## config.mk

```make
export PLATFORM = sky130hd
export DESIGN_NAME = param_sync_updown_counter
export DESIGN_NICKNAME = d
export VERILOG_FILES = /design/src/rtl/param_sync_updown_counter.sv
export SDC_FILE = /design/constraint.sdc
export NUM_CORES = 1
export LEC_CHECK = 0
export ABC_CLOCK_PERIOD_IN_PS = 3300
export CAP_MARGIN = 20
export CORE_UTILIZATION = 30
export DETAILED_ROUTE_END_ITERATION = 6
export PLACE_DENSITY = 0.6
export SYNTH_ARGS = -nofsm -noshare
export SYNTH_HDL_FRONTEND = slang
export SYNTH_SLANG_ARGS = --single-unit
```

## constraint.sdc

```tcl
create_clock -name clk -period 3.3 [get_ports clk]
set_clock_uncertainty 0.15 [all_clocks]
set_input_delay 0.66 -clock clk [delete_from_list [all_inputs] [get_ports clk]]
set_output_delay 0.66 -clock clk [all_outputs]
set_load 0.05 [all_outputs]
```

## src/rtl/param_sync_updown_counter.sv

```systemverilog
// -----------------------------------------------------------------------------
// param_sync_updown_counter
//
// Parametrised synchronous up/down counter with a runtime terminal value
// (limit), parallel load with clamping, a combinational cascade output (tc)
// and a registered one-cycle wrap pulse.
//
// Count range is 0..limit inclusive. Per-cycle priority: reset > load > enable.
//
// Optional build macro: COUNTER_SATURATE_EN
//   When defined, the counter saturates at the bounds instead of wrapping.
//   wrap then pulses the cycle after any enabled step that tried to go past
//   a bound. The down-count clamp (Count > limit) and the load clamp behave
//   the same in both builds.
// -----------------------------------------------------------------------------
module param_sync_updown_counter #(
    parameter int unsigned      WIDTH       = 8,
    parameter logic [WIDTH-1:0] RESET_VALUE = {WIDTH{1'b0}}
) (
    input  logic             clk,
    input  logic             reset,
    input  logic             enable,
    input  logic             up_down,
    input  logic             load,
    input  logic [WIDTH-1:0] load_value,
    input  logic [WIDTH-1:0] limit,
    output logic [WIDTH-1:0] Count,
    output logic [WIDTH-1:0] CountBar,
    output logic             tc,
    output logic             wrap
);

    localparam logic [WIDTH-1:0] ZERO = WIDTH'(1'b0);
    localparam logic [WIDTH-1:0] ONE  = WIDTH'(1'b1);

    // State
    logic [WIDTH-1:0] count_q;
    logic [WIDTH-1:0] count_d;
    logic             wrap_q;
    logic             wrap_d;

    // Decoded conditions on the current count
    logic [WIDTH-1:0] load_clamped_s;
    logic [WIDTH-1:0] count_inc_s;
    logic [WIDTH-1:0] count_dec_s;
    logic             at_top_s;
    logic             at_zero_s;
    logic             above_limit_s;
    logic             eq_limit_s;

    // Comparators, clamped load value and the +/-1 neighbours of the count
    always_comb begin
        at_top_s       = (count_q >= limit);
        eq_limit_s     = (count_q == limit);
        at_zero_s      = (count_q == ZERO);
        above_limit_s  = (count_q > limit);
        count_inc_s    = count_q + ONE;
        count_dec_s    = count_q - ONE;
        if (load_value > limit) begin
            load_clamped_s = limit;
        end else begin
            load_clamped_s = load_value;
        end
    end

    // Next-state logic: load beats enable; reset is handled in the register
    always_comb begin
        count_d = count_q;
        wrap_d  = 1'b0;
        if (load) begin
            count_d = load_clamped_s;
            wrap_d  = 1'b0;
        end else if (enable) begin
            if (up_down) begin
                if (at_top_s) begin
`ifdef COUNTER_SATURATE_EN
                    count_d = limit;
`else
                    count_d = ZERO;
`endif
                    wrap_d  = 1'b1;
                end else begin
                    count_d = count_inc_s;
                    wrap_d  = 1'b0;
                end
            end else begin
                if (at_zero_s) begin
`ifdef COUNTER_SATURATE_EN
                    count_d = ZERO;
`else
                    count_d = limit;
`endif
                    wrap_d  = 1'b1;
                end else if (above_limit_s) begin
                    // limit was lowered below the current count: snap to it
                    count_d = limit;
                    wrap_d  = 1'b0;
                end else begin
                    count_d = count_dec_s;
                    wrap_d  = 1'b0;
                end
            end
        end else begin
            count_d = count_q;
            wrap_d  = 1'b0;
        end
    end

    // Count and wrap registers with synchronous active-high reset
    always_ff @(posedge clk) begin
        if (reset) begin
            count_q <= RESET_VALUE;
            wrap_q  <= 1'b0;
        end else begin
            count_q <= count_d;
            wrap_q  <= wrap_d;
        end
    end

    // Outputs: CountBar follows Count; tc is live so cascaded stages see it
    // in the same cycle
    assign Count    = count_q;
    assign CountBar = ~count_q;
    assign wrap     = wrap_q;
    assign tc       = enable & ((up_down & eq_limit_s) | (~up_down & at_zero_s));

endmodule

```

**Word level (Yosys, flattened, before mapping)**

Cells that the tools add are included.

- Register bits: 9
- Bits of input ports: 21
- Output and inout bits: 18
- Logic and storage cells: 28

- Add/subtract/negate cells: 2
- $lt $le $gt $ge: 3
- Equality and inequality tests: 1
- Mux-type cells: 10
- Bitwise logic cells: 7
- Reductions and logical operators: 3

Operators with widths:

| cell | number |
|---|---|
| $mux W8 | 7 |
| $gt A8 B8 Y1 | 2 |
| $add A8 B1 Y8 const B | 1 |
| $eq A8 B8 Y1 | 1 |
| $ge A8 B8 Y1 | 1 |
| $logic_not A8 Y1 | 1 |
| $not A8 Y8 | 1 |
| $sub A8 B1 Y8 const B | 1 |
| $and A1 B1 Y1 | 3 |
| $mux W1 | 3 |
| $reduce_or A3 Y1 | 1 |
| $not A1 Y1 | 2 |
| $reduce_bool A2 Y1 | 1 |
| $or A1 B1 Y1 | 1 |

**Depth between registers and ports, before layout**

- Depth in word-level cells: 6
- Gate-level depth with buffers: 10
- Depth with buffers taken out: 9

**Worst setup path after synthesis**

No wires, ideal clock.

- Path type: register to output
- Start: register count_q[0], in the netlist Count[0]
- End: output port tc
- Arrival time: 2408 ps
- Data required time: 2490 ps
- Path slack: 82 ps
- Cell stages (with the launch flop): 7
- Buffers on the path: 0
- Path through: dfxtp_1 > inv_1 > ha_1 > nand4_1 > nor2_1 > mux2_2 > and2_1

- Longest elaborated chain between the ends: 4
- Elaborated cells on any way between the ends: 6
- Classes of those cells: eq/ne (1); bitwise (4); reduce/logical (1)

RTL lines:

| item | line | source |
|---|---|---|
| start: declaration | 37 | `logic [WIDTH-1:0] count_q;` |
| start signal: assignment | 115 | `count_q <= count_d;` |
| $eq A8 B8 Y1 / $logic_not A8 Y1 (equally long branches) | 54, 55 |  |
| $and A1 B1 Y1 | 125 | `assign tc = enable & ((up_down & eq_limit_s) \| (~up_down & at_zero_s));` |
| $or A1 B1 Y1 (*) | 125 |  |
| $and A1 B1 Y1 (*) | 125 |  |
| end: declaration | 29 | `output logic tc,` |

Mark *: on every way between the ends. The rest lies on a longest branch, timed or not.

**Worst setup path in the final report**

- Start: input port limit[2]
- End: output port tc

- Longest elaborated chain between the ends: 4

RTL lines:

| item | line | source |
|---|---|---|
| start: declaration | 26 | `input logic [WIDTH-1:0] limit,` |
| $eq A8 B8 Y1 | 54 | `eq_limit_s = (count_q == limit);` |
| $and A1 B1 Y1 | 125 |  |
| $or A1 B1 Y1 | 125 |  |
| $and A1 B1 Y1 | 125 |  |

Every way passes these cells.

==> impl_results.md <==
* Fin area at 1990 um2
* Final Max Tran Viols at 0
* Register-to-register setup slack at 0.73 ns
* Peak supply drop at 0.138 mV
* Setup TNS at 0 ns
* Pwr Density at 368 nW/um2
* Post-synth EDFFs at 0
* Core area at 4410 um2
* Synth cell types at 50
* Hold path startpoint: Count[7]
* CP cell instances: clkdlybuf4s50_1 > inv_1 > ha_1 > nand4_1 > nor2_2 > mux2_2 > and2_4 > buf_12
* Hpwl dp at 3.34 mm
* DR vias/cell at 5.32
* Vias in the first global route at 1432
* Max-slew headroom at 64.4%
* TritonCTS clock tree: built
* Outcome: finished clean
* Io pins at 39
* Yosys top cell area share at 17.0%
* Antenna Nets Post-Route at 0
* PortBufs at 38
* FF+latch count, synth at 9
* Min-delay worst type: flip-flop to flip-flop
* Number of hold violations in the final report at 0
* Die Footprint at 4940 um2
* R2R depth at 9
* Crit path time final at 3.19 ns
* CTS Buf Count at 3
* Placed Area at 1920 um2
* Final total power at 731 uW
* Initial antenna violation count at 0
* Setup WS post-layout at 0.109 ns
* Max-cap violations at 0
* Sequential area share after synthesis at 12.9%
* CTS clk-pin slew, worst paths at 0.06 ns
* Post-synth top cells: 19 x ha_1, 16 x a21oi_1, 16 x inv_1, 16 x nor2_1, 11 x nand2_1
* Peak Freq at 313 MHz
* Clock Sinks at 9
* CP max stage delay at 0.51 ns
* NumNets Final at 273
* DRC at 0
* Fill cell count at 447
* # diodes at 0
* Area contributors post-synth: ha_1 17%, dfxtp_1 13%, a21oi_1 5.7%
* Count leader, synth: ha_1
* Total track usage at 18.0%
* Hold-fix buffers, CTS at 0
* Fin util at 45.0%
* Synth Warn # at 0
* Syn-to-layout area delta at 42.1%
* Area of the multi-input gates at 1120 um2
* Final setup vio count at 0
* First-pass GRT wire length at 6.98 mm
* WHS Path Cells at 3
* DRT iter0 DRCs at 120
* Layout Cells excl Fill at 284
* Place WS at 0.0596 ns
* R2R Path End: Count[1]
* CP max FO at 3
* Mapped cell area at 1400 um2
* Most common flop cell mapped by yosys: dfxtp_1
* Die Ht at 70.3 um
* Area leader, netlist: ha_1
* End of the worst hold path: wrap
* Initial Util at 31.7%
* Critical path class: input pin to primary output
* Root buffer cell: clkbuf_8
* Crit end category: primary output
* Cells after synthesis at 184
* Placed insts at 279
* Startpoint types: input pin
* Crit-path slowest cell: clkdlybuf4s50_1
* Syn Nets at 224
* Rows at 24
* Largest net degree at the start of global routing at 17
* H-tree Lvls at 1
* Post-Syn Area per Cell at 7.60 um2
* Gpl congestion at 0.811
* Leakage at 0.832 nW
* Asr flop ratio synth at 0%
* DRT Pass-1 Iters at 4
* Vias at 1510
* Per-cell routed wire length at 14.9 um
* WHS at 0.563 ns
* GRT overflow at 0
* DRT Wirelength at 4.23 mm
* Worst Path Arrival at 2.38 ns
* Share of cells above drive strength 1 at 15.5%
* Seq. cell area at 180 um2
* Chip width at 70.3 um
* Worst EP required at 2.49 ns
* Worst-Margin Slew at 0.532 ns
* Worst-Skew Late Latency at 0.25 ns
* Final period util at 96.7%
* Clk buf depth at 2
* R2r startpoint: Count[2]
-- power by group --
group | internal [mW] | total, mW | leakage, nW | switching, mW
clock network | 0.0852 | 0.142 | 0.0228 | 0.0571
registers | 0.121 | 0.149 | 0.0747 | 0.0281
logic | 0.189 | 0.440 | 0.735 | 0.250
total | 0.395 | 0.731 | 0.832 | 0.336
-- cells by family after synthesis --
| family | Yosys count | synth area share, % |
|---|---|---|
| AOI/OAI and AO/OA | 52 | 27.3 |
| buffers and inverters | 27 | 7.97 |
| DFF | 9 | 12.9 |
| adders and majority gates | 19 | 17.0 |
| xor gates and xnor gates | 6 | 3.76 |
| muxes | 11 | 8.15 |
| and+or+nand+nor | 60 | 22.9 |
-- flip-flops by register name (all words and copies together), names as in the netlist --
register and cells:
wrap 1, Count 8
-- area by class of cell --
type / instances / share of cell area [%]
well taps: 52 / 3.28
multi-input cells: 148 / 56.6
repair buffers: 53 / 25.3
clock buffers: 4 / 2.27
inverters: 18 / 3.47
flip-flops and latches: 9 / 9.07
-- worst max-delay path, delay by kind of cell --
kind                     cells  cell delay (ns)
adder cells (fa/ha/maj)      1             0.31
multiplexers                 1             0.28
buffers and inverters        3             0.73
AND/OR/NAND/NOR              3             0.41
-- placed cells by master, fill, tap and decap left out, drive strengths merged, types with 6 or more instances in the layout --
cell and n:
clkdlybuf4s50 37, ha 19, inv 17, a21oi 17, nor2 17, buf 16
nand2 11, dfxtp 9, nor3 9, mux2i 8, xnor2 6
-- metal layers --
metal	up-vias	part of all wire, %	wire [um]	GRT usage [%]
li1	779	-	-	-
met1	665	47	1980	24.6
met2	61	45	1900	28.0
met3	5	7.0	296	3.32
met4	0	1.2	51	6.67
met5	-	0	0	0
-- timing repair --
action | in CTS | in global routing
gates resized for setup | 0 | 3
endpoints found under the setup margin | 0 | 1
buffers inserted | 0 | 1
-- worst max-delay path by stage --
stage,start,depth (start not counted),end,slack [ns]
detailed placement,limit[2],10,Count[0],0.06
floorplan,Count[0],6,tc,0.08
CTS,limit[3],8,tc,0.08
finish,limit[2],8,tc,0.11
global placement,limit[2],10,Count[5],0.05
global route,limit[2],8,tc,-0.02
(Power assumes the default switching activity.)
